--- config.mk ---
export PLATFORM = sky130hd
export DESIGN_NAME = aes_scan_sequencer
export DESIGN_NICKNAME = d
export VERILOG_FILES = /design/src/rtl/aes_scan_pkg.sv /design/src/rtl/aes_scan_sclk_gen.sv /design/src/rtl/aes_scan_sequencer.sv
export SDC_FILE = /design/constraint.sdc
export NUM_CORES = 1
export LEC_CHECK = 0
export CAP_MARGIN = 20
export CORE_MARGIN = 3
export CORE_UTILIZATION = 48
export DETAILED_ROUTE_END_ITERATION = 10
export GPL_TIMING_DRIVEN = 0
export PLACE_DENSITY = 0.74
export SYNTH_ARGS = -nofsm -noshare
export SYNTH_HDL_FRONTEND = slang
export SYNTH_SLANG_ARGS = --single-unit
--- constraint.sdc ---
create_clock -name CLK -period 2.8 [get_ports CLK]
set_input_delay 0.42 -clock CLK [delete_from_list [all_inputs] [get_ports CLK]]
set_output_delay 0.42 -clock CLK [all_outputs]
set_load 0.005 [all_outputs]
--- src/rtl/aes_scan_pkg.sv ---
// Shared types and default sizing for the AES scan-test sequencer.
package aes_scan_pkg;

    localparam int unsigned DEF_KEY_W       = 128;
    localparam int unsigned DEF_DATA_W      = 128;
    localparam int unsigned DEF_CLK_DIV     = 4;
    localparam int unsigned DEF_RST_CYC     = 8;
    localparam int unsigned DEF_BSY_TIMEOUT = 4096;

    typedef enum logic [3:0] {
        S_IDLE,
        S_RST_ASIC,
        S_SHIFT_KEY,
        S_KEY_PULSE,
        S_SHIFT_DATA,
        S_DATA_PULSE,
        S_WAIT_BSY,
        S_SHIFT_OUT,
        S_FINISH
    } state_t;

endpackage

--- src/rtl/aes_scan_sclk_gen.sv ---
// Scan clock divider: SCLK half-period of CLK_DIV cycles, forced low when disabled.
module sclk_gen #(
    parameter int unsigned CLK_DIV = 4
) (
    input  logic clk,
    input  logic rst,
    input  logic en,
    output logic sclk,
    output logic rise_stb,
    output logic fall_stb
);

    localparam int unsigned DIV_W = (CLK_DIV > 2) ? $clog2(CLK_DIV) : 1;

    logic [DIV_W-1:0] div_cnt;
    logic             wrap;

    assign wrap     = en && (div_cnt == DIV_W'(CLK_DIV - 1));
    // Strobes mark the CLK edge on which SCLK itself toggles.
    assign rise_stb = wrap && !sclk;
    assign fall_stb = wrap && sclk;

    always_ff @(posedge clk) begin
        if (rst || !en) begin
            div_cnt <= '0;
            sclk    <= 1'b0;
        end else if (wrap) begin
            div_cnt <= '0;
            sclk    <= ~sclk;
        end else begin
            div_cnt <= div_cnt + DIV_W'(1);
        end
    end

endmodule

--- src/rtl/aes_scan_sequencer.sv ---
// Turns one start request into the full AES ASIC scan sequence:
// reset, key load, data load, wait for BSY, ciphertext unload.
module aes_scan_sequencer
    import aes_scan_pkg::*;
#(
    parameter int unsigned KEY_W       = DEF_KEY_W,
    parameter int unsigned DATA_W      = DEF_DATA_W,
    parameter int unsigned CLK_DIV     = DEF_CLK_DIV,
    parameter int unsigned RST_CYC     = DEF_RST_CYC,
    parameter int unsigned BSY_TIMEOUT = DEF_BSY_TIMEOUT
) (
    input  logic              CLK,
    input  logic              reset1,
    input  logic              start,
    input  logic [KEY_W-1:0]  key_in,
    input  logic [DATA_W-1:0] data_in,
    input  logic              SO,
    input  logic              BSY,
    output logic              RSTn1,
    output logic              EN1,
    output logic              SU1,
    output logic              SE1,
    output logic              SI1,
    output logic              SCLK,
    output logic              Krdy1,
    output logic              Drdy1,
    output logic [DATA_W-1:0] result_out,
    output logic              busy,
    output logic              done,
    output logic              timeout_err
);

    localparam int unsigned BIT_MAX = (KEY_W > DATA_W) ? KEY_W : DATA_W;
    localparam int unsigned BIT_W   = $clog2(BIT_MAX) + 1;
    localparam int unsigned RST_W   = (RST_CYC > 1) ? $clog2(RST_CYC + 1) : 1;
    localparam int unsigned TMO_W   = $clog2(BSY_TIMEOUT + 2);

    state_t            state, state_d;
    logic              start_q, start_rise;
    logic [KEY_W-1:0]  key_sr;
    logic [DATA_W-1:0] data_sr, res_sr;
    logic [BIT_W-1:0]  bit_cnt, bit_len;
    logic [RST_W-1:0]  rst_cnt;
    logic [TMO_W-1:0]  tmo_cnt;
    logic              shifting, rise_stb, fall_stb, last_bit;

    assign start_rise = start && !start_q;
    assign shifting   = (state == S_SHIFT_KEY) || (state == S_SHIFT_DATA) || (state == S_SHIFT_OUT);
    assign bit_len    = (state == S_SHIFT_KEY) ? BIT_W'(KEY_W) : BIT_W'(DATA_W);
    // Leave on the last falling SCLK edge so every phase ends with SCLK low.
    assign last_bit   = fall_stb && (bit_cnt == (bit_len - BIT_W'(1)));
    assign busy       = (state != S_IDLE);

    sclk_gen #(
        .CLK_DIV (CLK_DIV)
    ) u_sclk_gen (
        .clk      (CLK),
        .rst      (reset1),
        .en       (shifting),
        .sclk     (SCLK),
        .rise_stb (rise_stb),
        .fall_stb (fall_stb)
    );

    always_comb begin
        state_d = state;
        RSTn1   = 1'b1;
        EN1     = 1'b0;
        SU1     = 1'b0;
        SE1     = 1'b0;
        Krdy1   = 1'b0;
        Drdy1   = 1'b0;
        done    = 1'b0;
        case (state)
            S_IDLE: begin
                if (start_rise) state_d = S_RST_ASIC;
            end
            S_RST_ASIC: begin
                RSTn1 = 1'b0;
                if (rst_cnt == RST_W'(RST_CYC - 1)) state_d = S_SHIFT_KEY;
            end
            S_SHIFT_KEY: begin
                EN1 = 1'b1;
                SU1 = 1'b1;
                SE1 = 1'b1;
                if (last_bit) state_d = S_KEY_PULSE;
            end
            S_KEY_PULSE: begin
                EN1     = 1'b1;
                Krdy1   = 1'b1;
                state_d = S_SHIFT_DATA;
            end
            S_SHIFT_DATA: begin
                EN1 = 1'b1;
                SE1 = 1'b1;
                if (last_bit) state_d = S_DATA_PULSE;
            end
            S_DATA_PULSE: begin
                EN1     = 1'b1;
                Drdy1   = 1'b1;
                state_d = S_WAIT_BSY;
            end
            S_WAIT_BSY: begin
                EN1 = 1'b1;
                // First two cycles are a guard while the ASIC raises BSY.
                if (tmo_cnt >= TMO_W'(2)) begin
                    if (!BSY) state_d = S_SHIFT_OUT;
                    else if (tmo_cnt == TMO_W'(BSY_TIMEOUT + 1)) state_d = S_FINISH;
                end
            end
            S_SHIFT_OUT: begin
                EN1 = 1'b1;
                SE1 = 1'b1;
                if (last_bit) state_d = S_FINISH;
            end
            S_FINISH: begin
                done    = 1'b1;
                state_d = S_IDLE;
            end
            default: state_d = S_IDLE;
        endcase
    end

    always_ff @(posedge CLK) begin
        if (reset1) begin
            state       <= S_IDLE;
            start_q     <= 1'b0;
            key_sr      <= '0;
            data_sr     <= '0;
            res_sr      <= '0;
            result_out  <= '0;
            timeout_err <= 1'b0;
            SI1         <= 1'b0;
            bit_cnt     <= '0;
            rst_cnt     <= '0;
            tmo_cnt     <= '0;
        end else begin
            state   <= state_d;
            start_q <= start;
            rst_cnt <= (state == S_RST_ASIC) ? rst_cnt + RST_W'(1) : '0;
            tmo_cnt <= (state == S_WAIT_BSY) ? tmo_cnt + TMO_W'(1) : '0;
            if (state_d != state) bit_cnt <= '0;
            else if (fall_stb)    bit_cnt <= bit_cnt + BIT_W'(1);

            case (state)
                S_IDLE: begin
                    SI1 <= 1'b0;
                    if (start_rise) begin
                        key_sr      <= key_in;
                        data_sr     <= data_in;
                        timeout_err <= 1'b0;
                    end
                end
                // MSB is presented one edge before the phase so it is stable for the first rise.
                S_RST_ASIC: begin
                    if (state_d == S_SHIFT_KEY) begin
                        SI1    <= key_sr[KEY_W-1];
                        key_sr <= key_sr << 1;
                    end
                end
                S_SHIFT_KEY: begin
                    if (fall_stb && !last_bit) begin
                        SI1    <= key_sr[KEY_W-1];
                        key_sr <= key_sr << 1;
                    end
                end
                S_KEY_PULSE: begin
                    SI1     <= data_sr[DATA_W-1];
                    data_sr <= data_sr << 1;
                end
                S_SHIFT_DATA: begin
                    if (fall_stb && !last_bit) begin
                        SI1     <= data_sr[DATA_W-1];
                        data_sr <= data_sr << 1;
                    end
                end
                S_WAIT_BSY: begin
                    if (state_d == S_FINISH) timeout_err <= 1'b1;
                end
                S_SHIFT_OUT: begin
                    if (rise_stb) res_sr <= {res_sr[DATA_W-2:0], SO};
                    if (last_bit) result_out <= res_sr;
                end
                default: ;
            endcase
        end
    end

endmodule

After elaboration in Yosys (flattened, before gate mapping)
Index checks and enable logic that the tools add are counted.

Eq/ne operators: 20. Div/mod/pow operators: 0. $lt $le $gt $ge: 1. Muxes and demuxes: 30. Bitwise logic cells: 3. $add $sub $neg: 4. Reduce and logical (&&, ||, !) cells: 31. Shifts and indexed selects: 0. $mul: 0.

Operator list (number): $pmux 128 s3 (2); $mux 128 (5); $mux 4 (8); $pmux 4 s8 (1); $eq 4x3->1 const B (5); $add 13x1->13 const B (1); $eq 13x13->1 const B (1); $ge 13x2->1 const B (1); $eq 4x2->1 const B (3); $mux 1 (12); $add 8x1->8 const B (1); $eq 4x4->1 const B (2); $eq 8x7->1 const B (1); $ne 2x1->1 const B (4); $reduce_and 4->1 (2); $reduce_or 2->1 (4); $logic_and 1x1->1 (6); $reduce_and 3->1 (2); $reduce_bool 3->1 (2); $reduce_or 6->1 (1); $pmux 1 s5 (1); $reduce_bool 5->1 (1); $add 4x1->4 const B (1); $eq 4x1->1 const B (1); 13 further kinds (21).

Register bits: 547. Memories: 0. Memory bits (read-only): 0. Output and inout port bits: 139. RAM bits: 0. Latch bits: 0.

Depth between registers and ports, before layout
Word-level depth: 11. Gate-level depth with buffers: 9. Depth with buffers taken out: 6.

Modules after synthesis
A second synthesis with hierarchy kept.

Cell total of the unflattened synthesis: 2470. Area, all modules: 21528.1 sq um.

By module, submodules not included: aes_scan_sequencer (times used 1, cells each 2458, sequential area each 10890.4 sq um, area each 21410.5 sq um); sclk_gen (times used 1, cells each 12, sequential area each 60.1 sq um, area each 117.6 sq um).

Worst setup path before layout
Ideal clock, no wire load.

Path kind: reg-to-reg. Start: register tmo_cnt[2]. End: register bit_cnt[6]. Stages on the path, launching flop included: 7. Clock period less this slack: 2.053 ns. Arrival: 1.967 ns. Data required time: 2.713 ns. Library setup time: 0.087 ns. Path slack: 0.747 ns. Path buffers: 1. Cell sequence: dfxtp_1 -> or4_4 -> nor4b_4 -> a2111oi_1 -> or4_1 -> buf_2 -> a211oi_1.

Word-level cells in the longest chain between the ends: 7.

Ends and longest elaborated chain: from (decl) (RTL line aes_scan_sequencer.sv:44) `logic [TMO_W-1:0] tmo_cnt;`; from (signal assigned) (RTL line aes_scan_sequencer.sv:141) `tmo_cnt <= (state == S_WAIT_BSY) ? tmo_cnt + TMO_W'(1) : '0;`; branches (longest 3 deep; another with $ge 13x2->1); $mux 4 (*) (RTL line aes_scan_sequencer.sv:106) `if (tmo_cnt >= TMO_W'(2)) begin`; $pmux 4 s8 (*) (RTL line aes_scan_sequencer.sv:74) `case (state)`; $ne 4x4->1 (*) (RTL line aes_scan_sequencer.sv:142) `if (state_d != state) bit_cnt <= '0;`; $reduce_or 2->1 (no line) (*); to (signal assigned) (RTL line aes_scan_sequencer.sv:143) `else if (fall_stb) bit_cnt <= bit_cnt + BIT_W'(1);`; to (decl) (RTL line aes_scan_sequencer.sv:42) `logic [BIT_W-1:0] bit_cnt, bit_len;`.

Every way passes the cells marked *. A chain may end at the register's enable or synchronous reset.

Worst setup path in the final report
Start: register state[1]. End: output port busy.

Word-level cells in the longest chain between the ends: 1.

Ends and longest elaborated chain: from (decl) (RTL line aes_scan_sequencer.sv:38) `state_t state, state_d;`; from (signal assigned) (RTL line aes_scan_sequencer.sv:138) `state <= state_d;`; $reduce_bool 4->1 (RTL line aes_scan_sequencer.sv:52) `assign busy = (state != S_IDLE);`; to (decl) (RTL line aes_scan_sequencer.sv:28) `output logic busy,`.

No other way between the ends.

==> flow_summary.ini <==
[routing]
vias = 20800
drtIter0Drc = 1404
wl_per_cell_um = 17.7
drc = 0
firstDrtPassIters = 6
ant_nets = 0
via_per_inst = 5.55
wl_um = 66500

[clock_tree]
clock-root-buffer = clkbuf_16
cts_buffer_depth = 3
cts_sinks = 547
cts_tree = done
clk_latency_ns = 0.61
ctsHoldBuffers = 0
cts_buffers = 58
cts_setup_buffers = 0
ctsHtreeMaxLevel = 2
cts.clk_slew.worst_paths_ns = 0.06

[power_and_ir_drop]
cellLeakagePower_uw = 0.0116
max-vdd-ir-drop_mv = 0.477
power_uw = 17700
p_per_area_nw_per_um2 = 598

[synthesis]
syn_nets = 2905
yosysWarnings = 0
async_flop_share_pct = 0
syn_inst = 2638
post_synth.cell_area_avg_um2 = 8.68
syn_area_um2 = 22900
ys_types = 54
synth_top_cell_by_area = dfxtp_1
synth.area.top_cells = dfxtp_1 (48%), mux2i_1 (11%), nand2_1 (8.6%)
synth-edff-count = 0
yosys_register_bits = 547
synth_top_area_share_pct = 47.8
synth_ff_type = dfxtp_1
synth_sequential_area_ratio_pct = 47.8

[sta]
hold_viol_final = 0
fin_crit_sh_pct = 96.2
max_freq_ghz = 0.371
fin_ws_ns = 0.107
finalMaxSlewViolations = 0
period_needed_ns = 2.69
setup_violations = 0
relSlewSlack_pct = 43.5
fin_worst_skew_ns = 0.0159
tightest_slew_ns = 0.847
rsz0062_at_grt = false

[final_layout]
drive_gt1_share_pct = 5.70
multi_input_area_um2 = 10900
area_delta_synth_final_pct = 29.3
fin_cells = 3750
nets = 3363
final_util_pct = 63.2
seq_area_um2 = 11000
nFillCells = 3951
final_cell_area_um2 = 29600

[grt]
grt_pass1_vias = 20300
grt_pass1_wl_um = 104000
grt.overflow.total = 0
grt_max_degree = 16
grt.total_usage_pct = 25.0
antenna_found_initial = 12

[setup_path]
worst_r2r_startpoint = state[1]$_SDFF_PP0_
startpoint = state[1]$_SDFF_PP0_
cpPeakStageDelay_ns = 0.58
startpoint_type = flop
crit_buf_inv = 1
cp.required_ns = 2.38
critical_path_depth = 3
arrival_ns = 2.27
cpMaxStageDelayCell = clkdlybuf4s50_1
cp_top_family = simple AND/OR/NAND/NOR gates
cp-end-kind = primary output
crit_type = flop to primary output
worst_r2r_path_depth = 8
path_max_fanout = 5
path_cells = or2_2, or3_1, clkdlybuf4s50_1

[floorplan]
dieArea_um2 = 50400
pin_count = 400
start_util_pct = 48.9
dieWidth_um = 224
die_h_um = 224
rows = 79
core-area_um2 = 46900

[min_path]
holdPathStages = 4
hold_path.class = primary input to flop
hp-start = reset1

[placement]
port_buffers = 398
dpl_cell_area_um2 = 27700
gp_congestion = 0.885
post-place-cells = 3643
place_hpwl_um = 47700
pre_cts_slack_ns = -0.255

[outcome]
outcome = finished clean

[run]
maxCapViolCount = 0
## cell families (layout without fill, tap and decap cells)
kind of cell | Yosys count | in the layout | share of synthesized area, %
AO/OA/AOI/OAI | 675 | 675 | 18.6
XOR/XNOR | 22 | 22 | 0.841
adder cells (fa/ha/maj) | 6 | 6 | 0.328
buffers and inverters | 257 | 761 | 4.59
flip-flops | 547 | 547 | 47.8
multiplexers | 255 | 255 | 11.1
other | 0 | 1 | 0
AND/OR/NAND/NOR | 876 | 876 | 16.7
## report_power, final
part | total (µW) | internal [µW] | switching [µW]
clock | 7840 | 4660 | 3180
sequential | 8240 | 8090 | 152
combinational | 1620 | 794 | 830
## state kept, by name, summed over array words and instances, names as in the netlist, 4 cells and up
register,cells
result_out,128
bit_cnt,8
tmo_cnt,13
state,4
res_sr,128
key_sr,128
data_sr,128
rst_cnt,4
## worst paths after layout
path / end / slack [ns]
max: busy / 0.11
min: data_sr[4]$_SDFFE_PP0P_ / 0.35
max reg2reg: key_sr[50]$_SDFFE_PP0P_ / 0.18
min reg2reg: u_sclk_gen.div_cnt[0]$_SDFF_PP0_ / 0.44
## cells in the final DEF (no fill, tap or decap), drive strengths merged, types with 7 or more instances in the layout
| cell type | n |
|---|---|
| a211oi | 135 |
| a21oi | 263 |
| buf | 75 |
| clkbuf | 259 |
| clkdlybuf4s50 | 394 |
| clkinv | 12 |
| dfxtp | 547 |
| inv | 10 |
| mux2i | 255 |
| nand2 | 526 |
| nand2b | 7 |
| nand3 | 10 |
| nand4 | 7 |
| nor2 | 157 |
| nor2b | 129 |
| nor3 | 9 |
| o21ai | 132 |
| o41ai | 127 |
| xnor2 | 10 |
| xor2 | 12 |
## area by class of cell
class	count	area share, %
sequential	547	37.0
inverter	8	0.101
clock inverter	21	0.946
buffer	249	3.52
clock buffer	85	5.61
antenna	1	0.00845
timing repair buffer	398	13.4
multi-input combinational	1834	36.8
tap	607	2.56
## synth_stat cells (all sizes together), types with 2 or more instances
master,number
nand3b,4
buf,76
or3,3
nor4,2
a21oi,263
nand2,526
o21ai,132
dfxtp,547
clkbuf,173
nor2b,129
nor3,9
or4,2
inv,8
a31oi,3
and4,2
and3,4
nor4b,4
and4b,2
o41ai,127
mux2i,255
nor3b,3
xnor2,10
nand2b,7
a211oi,135
nand3,10
ha,6
nor2,157
nand4,7
a22oi,2
xor2,12
## per-stage QoR
step	hold slack [ns]	setup TNS, ns
5_1_grt	0.374	0
6_report	0.351	0
3_5_place_dp	0.430	-17.50
3_3_place_gp	0.416	-11.16
2_1_floorplan	0.408	0
4_1_cts	0.308	0
## repair_timing
item | 4_1_cts | 5_1_grt
resized for setup | 12 | 12
cloned | 0 | 0
setup endpoints to repair | 8 | 162
## per-layer routing
metal	GRT usage [%]	share of wire (%)	vias up
li1	-	-	10200
met1	31.9	43	9877
met2	41.6	47	603
met3	6.19	7.1	154
met4	8.59	3.1	22
met5	0	0.21	-
## worst register-to-register path, delay by kind of cell, from the launching register on
family / cells / cell delay, ns
and+or+nand+nor: 3 / 0.42
DFF: 1 / 0.43
AOI/OAI and AO/OA: 1 / 0.29
buffers and inverters: 3 / 1.24
muxes: 1 / 0.14
Note: power is estimated with default switching activity, not from simulation.
